--- src/rtl/seq_alu.sv ---
`default_nettype none
// ============================================================================
//  Module   : seq_alu
//  Purpose  : Sequential ALU with single-cycle ops plus bit-serial shift/multiply.
//  Revision : 1.0
// ============================================================================
module seq_alu #(
    parameter int WIDTH = 8
) (
    input  logic             CLK,
    input  logic             RESET,
    input  logic             START,
    input  logic [2:0]       SELECT,
    input  logic [1:0]       SHIFT_MODE,
    input  logic [WIDTH-1:0] DATA1,
    input  logic [WIDTH-1:0] DATA2,
    output logic [WIDTH-1:0] RESULT,
    output logic             ZERO,
    output logic             CARRY,
    output logic             BUSY,
    output logic             DONE
);

    localparam int             c_cnt_w  = $clog2(WIDTH + 1);
    localparam logic [WIDTH-1:0] c_width = WIDTH'(WIDTH);
    localparam logic [2:0]     c_op_fwd = 3'd0;
    localparam logic [2:0]     c_op_add = 3'd1;
    localparam logic [2:0]     c_op_and = 3'd2;
    localparam logic [2:0]     c_op_or  = 3'd3;
    localparam logic [2:0]     c_op_shf = 3'd4;
    localparam logic [2:0]     c_op_mul = 3'd5;

    typedef enum logic [1:0] {
        S_IDLE = 2'd0,
        S_EXEC = 2'd1,
        S_DONE = 2'd2
    } state_t;

    state_t                 r_state;
    logic                   r_is_mul;
    logic [1:0]             r_mode;
    logic [WIDTH-1:0]       r_work;
    logic [2*WIDTH-1:0]     r_prod;
    logic [c_cnt_w-1:0]     r_cnt;

    logic [c_cnt_w-1:0]     w_k;
    logic                   w_long;
    logic [WIDTH-1:0]       w_imm_res;
    logic                   w_imm_cy;
    logic [WIDTH-1:0]       w_sh_res;
    logic                   w_sh_out;
    logic [WIDTH:0]         w_sum;
    logic [2*WIDTH-1:0]     w_prod_next;
    logic [WIDTH-1:0]       w_fin_res;
    logic                   w_fin_cy;

    // Shift count: saturate at WIDTH for true shifts, wrap for rotate.
    always_comb begin
        w_k = '0;
        if (SHIFT_MODE == 2'b11)
            w_k = c_cnt_w'(DATA2 % c_width);
        else if (DATA2 >= c_width)
            w_k = c_cnt_w'(c_width);
        else
            w_k = c_cnt_w'(DATA2);
    end

    assign w_long = (SELECT == c_op_mul) || ((SELECT == c_op_shf) && (w_k != '0));

    always_comb begin
        w_imm_res = '0;
        w_imm_cy  = 1'b0;
        case (SELECT)
            c_op_fwd: w_imm_res = DATA2;
            c_op_add: {w_imm_cy, w_imm_res} = {1'b0, DATA1} + {1'b0, DATA2};
            c_op_and: w_imm_res = DATA1 & DATA2;
            c_op_or:  w_imm_res = DATA1 | DATA2;
            c_op_shf: w_imm_res = DATA1;
            default:  w_imm_res = '0;
        endcase
    end

    always_comb begin
        w_sh_res = '0;
        w_sh_out = 1'b0;
        case (r_mode)
            2'b00: begin
                w_sh_res = {r_work[WIDTH-2:0], 1'b0};
                w_sh_out = r_work[WIDTH-1];
            end
            2'b01: begin
                w_sh_res = {1'b0, r_work[WIDTH-1:1]};
                w_sh_out = r_work[0];
            end
            2'b10: begin
                w_sh_res = {r_work[WIDTH-1], r_work[WIDTH-1:1]};
                w_sh_out = r_work[0];
            end
            default: begin
                w_sh_res = {r_work[0], r_work[WIDTH-1:1]};
                w_sh_out = r_work[0];
            end
        endcase
    end

    // Shift-add step: multiplier sits in the low half and drains out the bottom.
    assign w_sum       = {1'b0, r_prod[2*WIDTH-1:WIDTH]} + (r_prod[0] ? {1'b0, r_work} : '0);
    assign w_prod_next = {w_sum, r_prod[WIDTH-1:1]};

    assign w_fin_res = r_is_mul ? w_prod_next[WIDTH-1:0] : w_sh_res;
    assign w_fin_cy  = r_is_mul ? (|w_prod_next[2*WIDTH-1:WIDTH]) : w_sh_out;

    always_ff @(posedge CLK or posedge RESET) begin
        if (RESET) begin
            r_state  <= S_IDLE;
            r_is_mul <= 1'b0;
            r_mode   <= '0;
            r_work   <= '0;
            r_prod   <= '0;
            r_cnt    <= '0;
            RESULT   <= '0;
            ZERO     <= 1'b0;
            CARRY    <= 1'b0;
        end else begin
            case (r_state)
                S_IDLE, S_DONE: begin
                    if (START) begin
                        r_is_mul <= (SELECT == c_op_mul);
                        r_mode   <= SHIFT_MODE;
                        r_work   <= DATA1;
                        r_prod   <= {{WIDTH{1'b0}}, DATA2};
                        if (w_long) begin
                            r_cnt   <= (SELECT == c_op_mul) ? c_cnt_w'(c_width) : w_k;
                            r_state <= S_EXEC;
                        end else begin
                            RESULT  <= w_imm_res;
                            ZERO    <= (w_imm_res == '0);
                            CARRY   <= w_imm_cy;
                            r_state <= S_DONE;
                        end
                    end else begin
                        r_state <= S_IDLE;
                    end
                end
                S_EXEC: begin
                    r_cnt <= r_cnt - c_cnt_w'(1);
                    if (r_is_mul)
                        r_prod <= w_prod_next;
                    else
                        r_work <= w_sh_res;
                    if (r_cnt == c_cnt_w'(1)) begin
                        RESULT  <= w_fin_res;
                        ZERO    <= (w_fin_res == '0);
                        CARRY   <= w_fin_cy;
                        r_state <= S_DONE;
                    end
                end
                default: r_state <= S_IDLE;
            endcase
        end
    end

    assign BUSY = (r_state == S_EXEC);
    assign DONE = (r_state == S_DONE);

endmodule
`default_nettype wire

--- config.mk ---
export PLATFORM = sky130hd
export DESIGN_NAME = seq_alu
export DESIGN_NICKNAME = d
export VERILOG_FILES = /design/src/rtl/seq_alu.sv
export SDC_FILE = /design/constraint.sdc
export NUM_CORES = 1
export LEC_CHECK = 0
export CAP_MARGIN = 20
export CORE_UTILIZATION = 45
export CTS_CLUSTER_SIZE = 16
export DETAILED_ROUTE_END_ITERATION = 12
export DONT_BUFFER_PORTS = 1
export GPL_ROUTABILITY_DRIVEN = 0
export GPL_TIMING_DRIVEN = 0
export HOLD_SLACK_MARGIN = 0.08
export PLACE_DENSITY = 0.65
export SLEW_MARGIN = 25
export SYNTH_ARGS = -nofsm -noshare
export SYNTH_HDL_FRONTEND = slang
export SYNTH_SLANG_ARGS = --single-unit
--- constraint.sdc ---
create_clock -name CLK -period 6.8 [get_ports CLK]
set_clock_uncertainty 0.1 [all_clocks]
set_input_delay 1.36 -clock CLK [delete_from_list [all_inputs] [get_ports CLK]]
set_output_delay 1.36 -clock CLK [all_outputs]
set_load 0.02 [all_outputs]
==> results of run 1 <==
worst paths after layout:
kind,to,depth (start not counted),from
setup reg to reg,CARRY,10,r_prod[0]
hold reg to reg,r_prod[13],2,r_prod[13]
hold / removal,r_prod[13],2,r_prod[13]
setup / recovery,ZERO,7,DATA1[0]
max in group asynchronous,r_mode[1],2,RESET
min in group asynchronous,CARRY,1,RESET
layout by cell type, fill, tap and decap left out, types with 5 or more instances in the layout:
cell type,count
a211oi_1,17
mux2_2,11
nand2_1,36
clkbuf_8,7
mux2i_1,12
xnor2_1,5
a21o_1,6
o21ai_0,34
buf_2,5
dfrtp_1,43
and2_1,8
nor2b_1,8
nor2_1,39
a21oi_1,33
inv_1,31
clkbuf_1,10
nand3_1,13
nor3_1,6
ha_1,26
nand2b_1,7
layout make-up:
class	instances	area [um2]
fillers	791	3900
multi-input cells	339	2380
flip-flops and latches	43	1080
inverters	35	131
well taps	102	128
plain buffers	20	108
clock buffers	7	96.3
repair buffers	1	20.0
clock inverters	1	7.51
power groups by stage:
stage | logic, mW | registers [mW] | clock network (mW)
3_5_place_dp | 0.662 | 0.488 | 0
3_3_place_gp | 0.642 | 0.485 | 0
4_1_cts | 0.664 | 0.484 | 0.192
6_report | 0.667 | 0.484 | 0.186
2_1_floorplan | 0.521 | 0.455 | 0
5_1_grt | 0.747 | 0.499 | 0.202
cell usage after synthesis, types with 3 or more instances:
| cell | instances | area share |
|---|---|---|
| buf_2 | 5 | 0.0068 |
| inv_1 | 32 | 0.032 |
| dfrtp_1 | 43 | 0.29 |
| ha_1 | 26 | 0.088 |
| nand3_1 | 13 | 0.018 |
| nor2_1 | 39 | 0.040 |
| nor3_1 | 6 | 0.0081 |
| and3_1 | 4 | 0.0068 |
| nand2_1 | 36 | 0.037 |
| nand2b_1 | 7 | 0.012 |
| o22ai_1 | 3 | 0.0051 |
| xnor2_1 | 5 | 0.012 |
| inv_2 | 3 | 0.0030 |
| clkbuf_1 | 10 | 0.010 |
| a31o_2 | 4 | 0.0095 |
| o21ai_0 | 34 | 0.046 |
| a211oi_2 | 3 | 0.010 |
| a211oi_1 | 17 | 0.035 |
| a21o_1 | 6 | 0.012 |
| o211ai_1 | 4 | 0.0081 |
| buf_6 | 3 | 0.0091 |
| nor2b_1 | 8 | 0.014 |
| a21oi_1 | 33 | 0.045 |
| mux2i_1 | 12 | 0.032 |
| nor3b_1 | 4 | 0.0081 |
| mux2_2 | 11 | 0.034 |
| nand3b_1 | 3 | 0.0061 |
| and2_1 | 8 | 0.014 |
| o21a_1 | 3 | 0.0061 |
critical path: stages:
cell	delay, ns
ha_1	0.23
fa_1	0.43
mux4_1	0.52
a22o_1	0.23
nor4b_2	0.27
nand4_1	0.18
o31ai_2	0.21
through the flow:
step | util | setup slack [ns] | area, um2
after global routing | 0.503 | 3.38 | 3950
after global placement | 0.487 | 3.20 | 3820
after detailed placement | 0.490 | 3.19 | 3840
after floorplan | - | 3.44 | 3700
after CTS | 0.503 | 3.49 | 3950
final | 0.503 | 3.49 | 3950
routing by layer:
metal  global-route usage  share of wire  wire, um
met2                0.381           0.45      4430
met3               0.0411          0.061       604
met5                    0              0         0
met1                0.351           0.47      4660
met4               0.0705          0.020       198
logic make-up (layout without fill, tap and decap cells):
kind of cell,count (synthesis),count (layout)
compound gates,133,133
xor+xnor,6,6
fa+ha+maj,28,28
buf+inv,55,64
flops,43,43
mux,25,25
simple gates,147,147
state kept, by name, summed over array words and instances (netlist names):
register,count
r_prod,16
RESULT,8
r_work,8
r_cnt,4
r_mode,2
r_state,2
CARRY,1
ZERO,1
r_is_mul,1
==> key figures, run 1 <==
Outcome
  • Outcome: complete, no violations

Power and ir drop
  • Leakage: 1.73 nW
  • Power Dens Cells: between 300 and 400 nW/um2
  • Switch share: 0.460
  • Int Pwr: around 0.72 mW
  • Final Total Pwr: 1.34 mW
  • Sw Pwr: 0.615 mW
  • Clock network fraction of total power: 0.139
  • Peak supply drop: 0.000196 V
  • Comb power frac: 0.499
  • Sequential share of power: 0.362

GRT
  • First-pass GRT wire length: 16.4 mm
  • GRT Total Usage: 0.246
  • Vias in the first global route: ~3,300
  • Initial antenna violation count: 0
  • GR Overflow Total: 0
  • Pin count of the biggest net entering global routing: 32

Placement
  • Placed wire-length estimate: 7.78 mm
  • Dpl cells: 540
  • IO buf count: 0

Cells and area
  • Post-route insts no fill: approximately 550
  • P&R area growth vs syn: 6.80%
  • Antenna Cells: 0
  • Layout cells sized above 1: 0.123
  • Fin nets: 497

Clock network
  • Htree depth: 2
  • Number of buffers added for setup after CTS: 0
  • Root Driver: clkbuf_8
  • Worst-skew pair later-pin latency: 0.30 ns
  • Clk slew on worst S/H paths: about 0.080 ns
  • CTS max path bufs: 2
  • Cts bufs inserted: 5
  • CTS tree: done
  • Hold buffers post-CTS: 0
  • CTS resizes: 0
  • Clk sinks: 43

Route
  • Drt via density: 6.00
  • Routed WL: 9.89 mm
  • Vias post-DR: approximately 3,300
  • Drt wl/cell: around 18 um
  • 1st-pass router iterations: 6
  • Starting DRT DRC Count: 275
  • Post-route ant nets: 0
  • DRC: 0

Critical path
  • Reg2reg setup slack: 3.99 ns
  • Critical path arrival: roughly 3.4 ns
  • Worst setup path category: in -> reg
  • Critical Path Source Type: input pin
  • Critical path fanouts, max: 4
  • Crit end category: register
  • WP data required: 6.91 ns

Die
  • Num rows: 32
  • Die footprint: 8580 um2
  • Die height: 92.6 um
  • Top-Level Pins: 36
  • Core area: 7850 um2
  • Die width: approximately 93 um
  • Initial Utilization: 0.471

STA
  • RSZ-0062 raised after global routing: false
  • Fin Setup TNS: 0 ns
  • FMAX: ~300 MHz
  • Worst hold slack: 0.412 ns
  • Hold Vio Cnt, Final: 0
  • Endpoints failing setup: 0
  • Max-slew violations: 0
  • Least-Margin Pin Slew: ~0.8 ns
  • Period utilization: 0.486
  • Slew margin rel.: 0.465
  • Crit path time final: 3.31 ns

Logic synthesis
  • Synth unique cells: 69
  • Post-synthesis mux area share: 0.0772
  • Synth Area in Compound Gates: 0.242
  • EDFF count, synth: 0
  • Synthesized area: 3700 um2
  • Main combinational cell family by area after synthesis: compound AO/OA/AOI/OAI gates
  • Post-synth net total: 489
  • Post-synthesis sequential area ratio: 0.291
  • Synth Area in XOR/XNOR: 0.0142
  • Post-synthesis cell count: 437
  • Top_reg_cell synth: dfrtp_1
  • Adder-cell share of the synthesized area: 0.0988
  • Simple-gate share of the synthesized area: 0.212
  • Ys Warns: 0
  • Post-Syn Area per Cell: 8.46 um2
  • FF+latch count, synth: 43
  • Asr flop ratio synth: 1.00

Worst hold path
  • HP Class: reg -> reg

Job
  • Maxcap violations: 0
No activity file was read; power rests on OpenSTA's default activity.
==> run 2: changes to the inputs <==
--- a/config.mk
+++ b/config.mk
@@ -13,7 +13,7 @@
 export GPL_ROUTABILITY_DRIVEN = 0
 export GPL_TIMING_DRIVEN = 0
 export HOLD_SLACK_MARGIN = 0.08
-export PLACE_DENSITY = 0.65
+export PLACE_DENSITY = 0.67
 export SLEW_MARGIN = 25
 export SYNTH_ARGS = -nofsm -noshare
 export SYNTH_HDL_FRONTEND = slang
==> constraint.sdc (replaced) <==
create_clock -name CLK -period 2.71 [get_ports CLK]
set_clock_uncertainty 0.1 [all_clocks]
set_input_delay 0.542 -clock CLK [delete_from_list [all_inputs] [get_ports CLK]]
set_output_delay 0.542 -clock CLK [all_outputs]
set_load 0.02 [all_outputs]
==> key figures, run 2 (synthesis results as in run 1) <==
Cells and area
  • Regs by FF count: r_prod (16), RESULT (8), r_work (8)
  • Finished Core Util: 0.509
  • Antenna Cells: 0
  • Largest Register: r_prod
  • Post-route insts no fill: 551
  • Commonest non-fill, non-tap cells in the layout: dfrtp_1, nor2_1, nand2_1, o21ai_0, a21oi_1
  • P&R area growth vs syn: 8.09%
  • Commonest non-fill, non-tap cell in the layout: dfrtp_1
  • Fin nets: 502
  • Final Cell Area: around 4000 um2
  • Largest register FFs: 16
  • Layout cells sized above 1: 0.143

Clock network
  • Htree depth: 2
  • CTS tree: done
  • Worst-skew pair later-pin latency: 0.29 ns
  • Cts bufs inserted: 5
  • Clk slew on worst S/H paths: approximately 0.080 ns
  • CTS max path bufs: 2
  • Clk sinks: 43
  • Root Driver: clkbuf_8

GRT
  • Vias in the first global route: 3,323
  • Pin count of the biggest net entering global routing: 32
  • First-pass GRT wire length: about 16 mm
  • GR Overflow Total: 0
  • Initial antenna violation count: 0
  • GRT Total Usage: 0.246

Placement
  • Dpl cells: 540
  • Area of placed instances: 3840 um2
  • IO buf count: 0
  • Placed wire-length estimate: 7.79 mm

Power and ir drop
  • Final Total Pwr: 3.36 mW
  • Power Dens Cells: 841 nW/um2
  • Leakage: 1.75 nW
  • Peak supply drop: 0.000523 V

Critical path
  • WP data required: approximately 2.8 ns
  • Critical Path Source Type: register
  • Worst r2r src: r_prod[0]
  • Crit end category: register
  • Critical path arrival: 2.69 ns
  • CP Buf/Inv Count: 1
  • Critical path, cell by cell: and2_4, ha_4, inv_2, fa_2, nand2b_4, a21o_1, a211oi_2, nand4_1, o41ai_2, a31oi_1
  • Crit path launch: r_prod[0]
  • Crit path max-delay family: compound AO/OA/AOI/OAI gates
  • CP max-delay cell: dfrtp_2
  • Worst setup path category: reg -> reg
  • Critical path fanouts, max: 6
  • Max incr delay on CP: 0.42 ns

Job
  • Maxcap violations: 0

Die
  • Num rows: 32
  • Initial Utilization: 0.471
  • Die footprint: 8580 um2
  • Core area: 7850 um2
  • Top-Level Pins: 36
  • Die height: 92.6 um
  • Die width: 92.6 um

Route
  • DRC: 0
  • Routed WL: 10.1 mm
  • 1st-pass router iterations: 7
  • Vias post-DR: 3,407
  • Drt via density: 6.18
  • Starting DRT DRC Count: 248
  • Drt wl/cell: 18.4 um
  • Post-route ant nets: 0

STA
  • FMAX: between 300 and 400 MHz
  • Hold Vio Cnt, Final: 0
  • RSZ-0062 raised after global routing: true
  • Endpoints failing setup: 0
  • Least-Margin Pin Slew: 0.804 ns
  • Slew margin rel.: 0.464
  • Worst hold slack: approximately 0.26 ns
  • Max-slew violations: 0
  • Crit path time final: 2.63 ns
  • Period utilization: 0.969

Worst hold path
  • HP Class: in -> reg
  • Min-delay src: SHIFT_MODE[0]

Outcome
  • Outcome: complete, no violations
[run 2: power breakdown]
| group | switching, mW | internal (mW) | leakage [nW] |
|---|---|---|---|
| logic | 1.03 | 0.725 | 1.18 |
| clock network | 0.212 | 0.172 | 0.0371 |
| registers | 0.325 | 0.895 | 0.537 |
[run 2: metrics by stage]
stage          worst slack [ns]  setup TNS, ns
4_1_cts                  0.0511              0
3_3_place_gp            -0.0643        -0.0809
5_1_grt                 -0.0254        -0.0254
3_5_place_dp            -0.0370        -0.0545
6_report                 0.0836              0
2_1_floorplan             0.166              0
[run 2: repair_timing]
action | in CTS | in global routing
endpoints found under the hold margin | 12 | 0
setup buffers | 0 | 4
setup endpoints to repair | 1 | 1
hold buffers | 1 | 0
gates resized for setup | 2 | 7
pin swaps | 0 | 6
[run 2: worst register-to-register path, cell delays in order (launching register included)]
cell and delay (ns):
dfrtp_2 0.42, and2_4 0.16, ha_4 0.12, inv_2 0.04
fa_2 0.39, nand2b_4 0.16, a21o_1 0.18, a211oi_2 0.25
nand4_1 0.18, o41ai_2 0.39, a31oi_1 0.12
[run 2: final timing paths]
path                              end  cells after the start  slack [ns]
min                         r_mode[0]                      2        0.26
max reg2reg                     CARRY                     10        0.08
max in group asynchronous   r_prod[0]                      3        1.49
min reg2reg                r_prod[10]                      2        0.42
min in group asynchronous   RESULT[2]                      2        0.54
max                             CARRY                     10        0.08
[run 2: area by class of cell]
cell class	instances	area, um2
timing repair buffer	6	60.1
tap	102	128
inverter	35	131
multi-input combinational	339	2420
sequential	43	1080
buffer	20	108
clock buffer	6	72.6
fill	774	3850
[run 2: per-layer routing]
metal  global-route usage  vias to the layer above  part of all wire
li1                     -                     1606                 -
met1                0.342                     1660              0.45
met2                0.394                      122              0.46
met3               0.0394                       19             0.071
met4               0.0744                        0             0.020
met5                    0                        -                 0
==> run 3: changes to the inputs <==
--- a/config.mk
+++ b/config.mk
@@ -14,6 +14,7 @@
 export GPL_TIMING_DRIVEN = 0
 export HOLD_SLACK_MARGIN = 0.08
 export PLACE_DENSITY = 0.67
+export RECOVER_POWER = 25
 export SLEW_MARGIN = 25
 export SYNTH_ARGS = -nofsm -noshare
 export SYNTH_HDL_FRONTEND = slang
==> key figures, run 3 (synthesis results as in run 1) <==
Outcome
  • Outcome: complete, no violations

Placement
  • IO buf count: 0
  • Placed wire-length estimate: 7.79 mm
  • DP Worst Slack: -0.0370 ns
  • Area of placed instances: 3840 um2

Die
  • Die height: a little over 90 um
  • Initial Utilization: 0.471
  • Die width: around 90 um
  • Top-Level Pins: 36
  • Num rows: 32
  • Die footprint: 8580 um2
  • Core area: roughly 8000 um2

STA
  • Least-Margin Pin Slew: between 0.8 and 0.9 ns
  • RSZ-0062 raised after global routing: true
  • Period utilization: 0.969
  • Setup ws final: about 0.084 ns
  • Max-slew violations: 0
  • Hold Vio Cnt, Final: 0
  • Endpoints failing setup: 0
  • Worst hold slack: ~0.26 ns
  • Crit path time final: 2.63 ns
  • FMAX: 381 MHz
  • Slew margin rel.: 0.444

GRT
  • Initial antenna violation count: 0
  • GRT Total Usage: 0.246
  • GR Overflow Total: 0
  • First-pass GRT wire length: 16.4 mm
  • Pin count of the biggest net entering global routing: 32
  • Vias in the first global route: 3,323

Cells and area
  • Layout cells sized above 1: 0.140
  • Fin nets: 502
  • Regs by FF count: r_prod (16), RESULT (8), r_work (8)
  • Finished Core Util: 0.507
  • Commonest non-fill, non-tap cell in the layout: dfrtp_1
  • P&R area growth vs syn: 7.68%
  • Final Cell Area: 3980 um2
  • Antenna Cells: 0
  • Commonest non-fill, non-tap cells in the layout: dfrtp_1, nor2_1, nand2_1, o21ai_0, a21oi_1
  • Largest register FFs: 16
  • Largest Register: r_prod

Route
  • 1st-pass router iterations: 7
  • Drt via density: 6.18
  • Drt wl/cell: 18.4 um
  • Vias post-DR: 3,407
  • Post-route ant nets: 0
  • DRC: 0
  • Starting DRT DRC Count: 248
  • Routed WL: 10.1 mm

Clock network
  • Clk slew on worst S/H paths: 0.08 ns
  • Worst-skew pair later-pin latency: 0.29 ns
  • Htree depth: 2
  • CTS max path bufs: 2
  • Cts bufs inserted: 5
  • Clk sinks: 43
  • Root Driver: clkbuf_8
  • CTS tree: done

Power and ir drop
  • Leakage: 1.75 nW
  • Power Dens Cells: 844 nW/um2
  • Peak supply drop: around 0.00052 V
  • Final Total Pwr: 3.36 mW

Job
  • Maxcap violations: 0

Critical path
  • Critical path arrival: 2.69 ns
  • Critical Path Source Type: register
  • Worst setup path category: reg -> reg
  • Crit end category: register
  • Critical path fanouts, max: 6
  • WP data required: 2.77 ns

Worst hold path
  • HP Class: in -> reg
==> run 3: cell type report <==
| type | count | area (um2) |
|---|---|---|
| multi-input cells | 339 | 2420 |
| inverters | 35 | 131 |
| fillers | 776 | 3870 |
| plain buffers | 20 | 108 |
| repair buffers | 6 | 45.0 |
| well taps | 102 | 128 |
| flip-flops and latches | 43 | 1080 |
| clock buffers | 6 | 72.6 |
==> run 3: worst paths after layout <==
path | start | end | slack (ns) | cells past startpoint
setup reg to reg | r_prod[0] | CARRY | 0.08 | 10
setup / recovery | r_prod[0] | CARRY | 0.08 | 10
hold / removal | SHIFT_MODE[0] | r_mode[0] | 0.26 | 2
hold reg to reg | r_prod[10] | r_prod[10] | 0.42 | 2
min in group asynchronous | RESET | RESULT[2] | 0.60 | 2
max in group asynchronous | RESET | r_prod[0] | 0.68 | 3
==> run 3: routing by layer <==
metal  track usage  part of all wire  vias to the layer above
li1              -                 -                     1606
met4        0.0744             0.020                        0
met5             0                 0                        -
met1         0.342              0.45                     1660
met3        0.0394             0.071                       19
met2         0.394              0.46                      122
==> run 3: repair_timing <==
| item | in CTS | in global routing |
|---|---|---|
| hold endpoints to repair | 12 | 0 |
| hold buffers | 1 | 0 |
| resized for setup | 2 | 7 |
| setup endpoints to repair | 1 | 1 |
| setup buffers | 0 | 4 |
| pin swaps | 0 | 6 |
==> run 3: worst max-delay path, cell delays in order, from the launching register on <==
cell	delay (ns)
dfrtp_2	0.42
and2_4	0.16
ha_4	0.12
inv_2	0.04
fa_2	0.39
nand2b_4	0.16
a21o_1	0.18
a211oi_2	0.25
nand4_1	0.18
o41ai_2	0.39
a31oi_1	0.12
==> run 3: through the flow <==
stage	setup TNS, ns	instances
2_1_floorplan	0	437
3_3_place_gp	-0.0809	539
3_5_place_dp	-0.0545	540
4_1_cts	0	547
5_1_grt	-0.0254	551
6_report	0	551
==> run 3: power breakdown <==
part / leakage, nW / internal [mW] / switching, mW
combinational: 1.17 / 0.722 / 1.03
sequential: 0.537 / 0.895 / 0.326
clock: 0.0371 / 0.172 / 0.212
total: 1.75 / 1.79 / 1.57
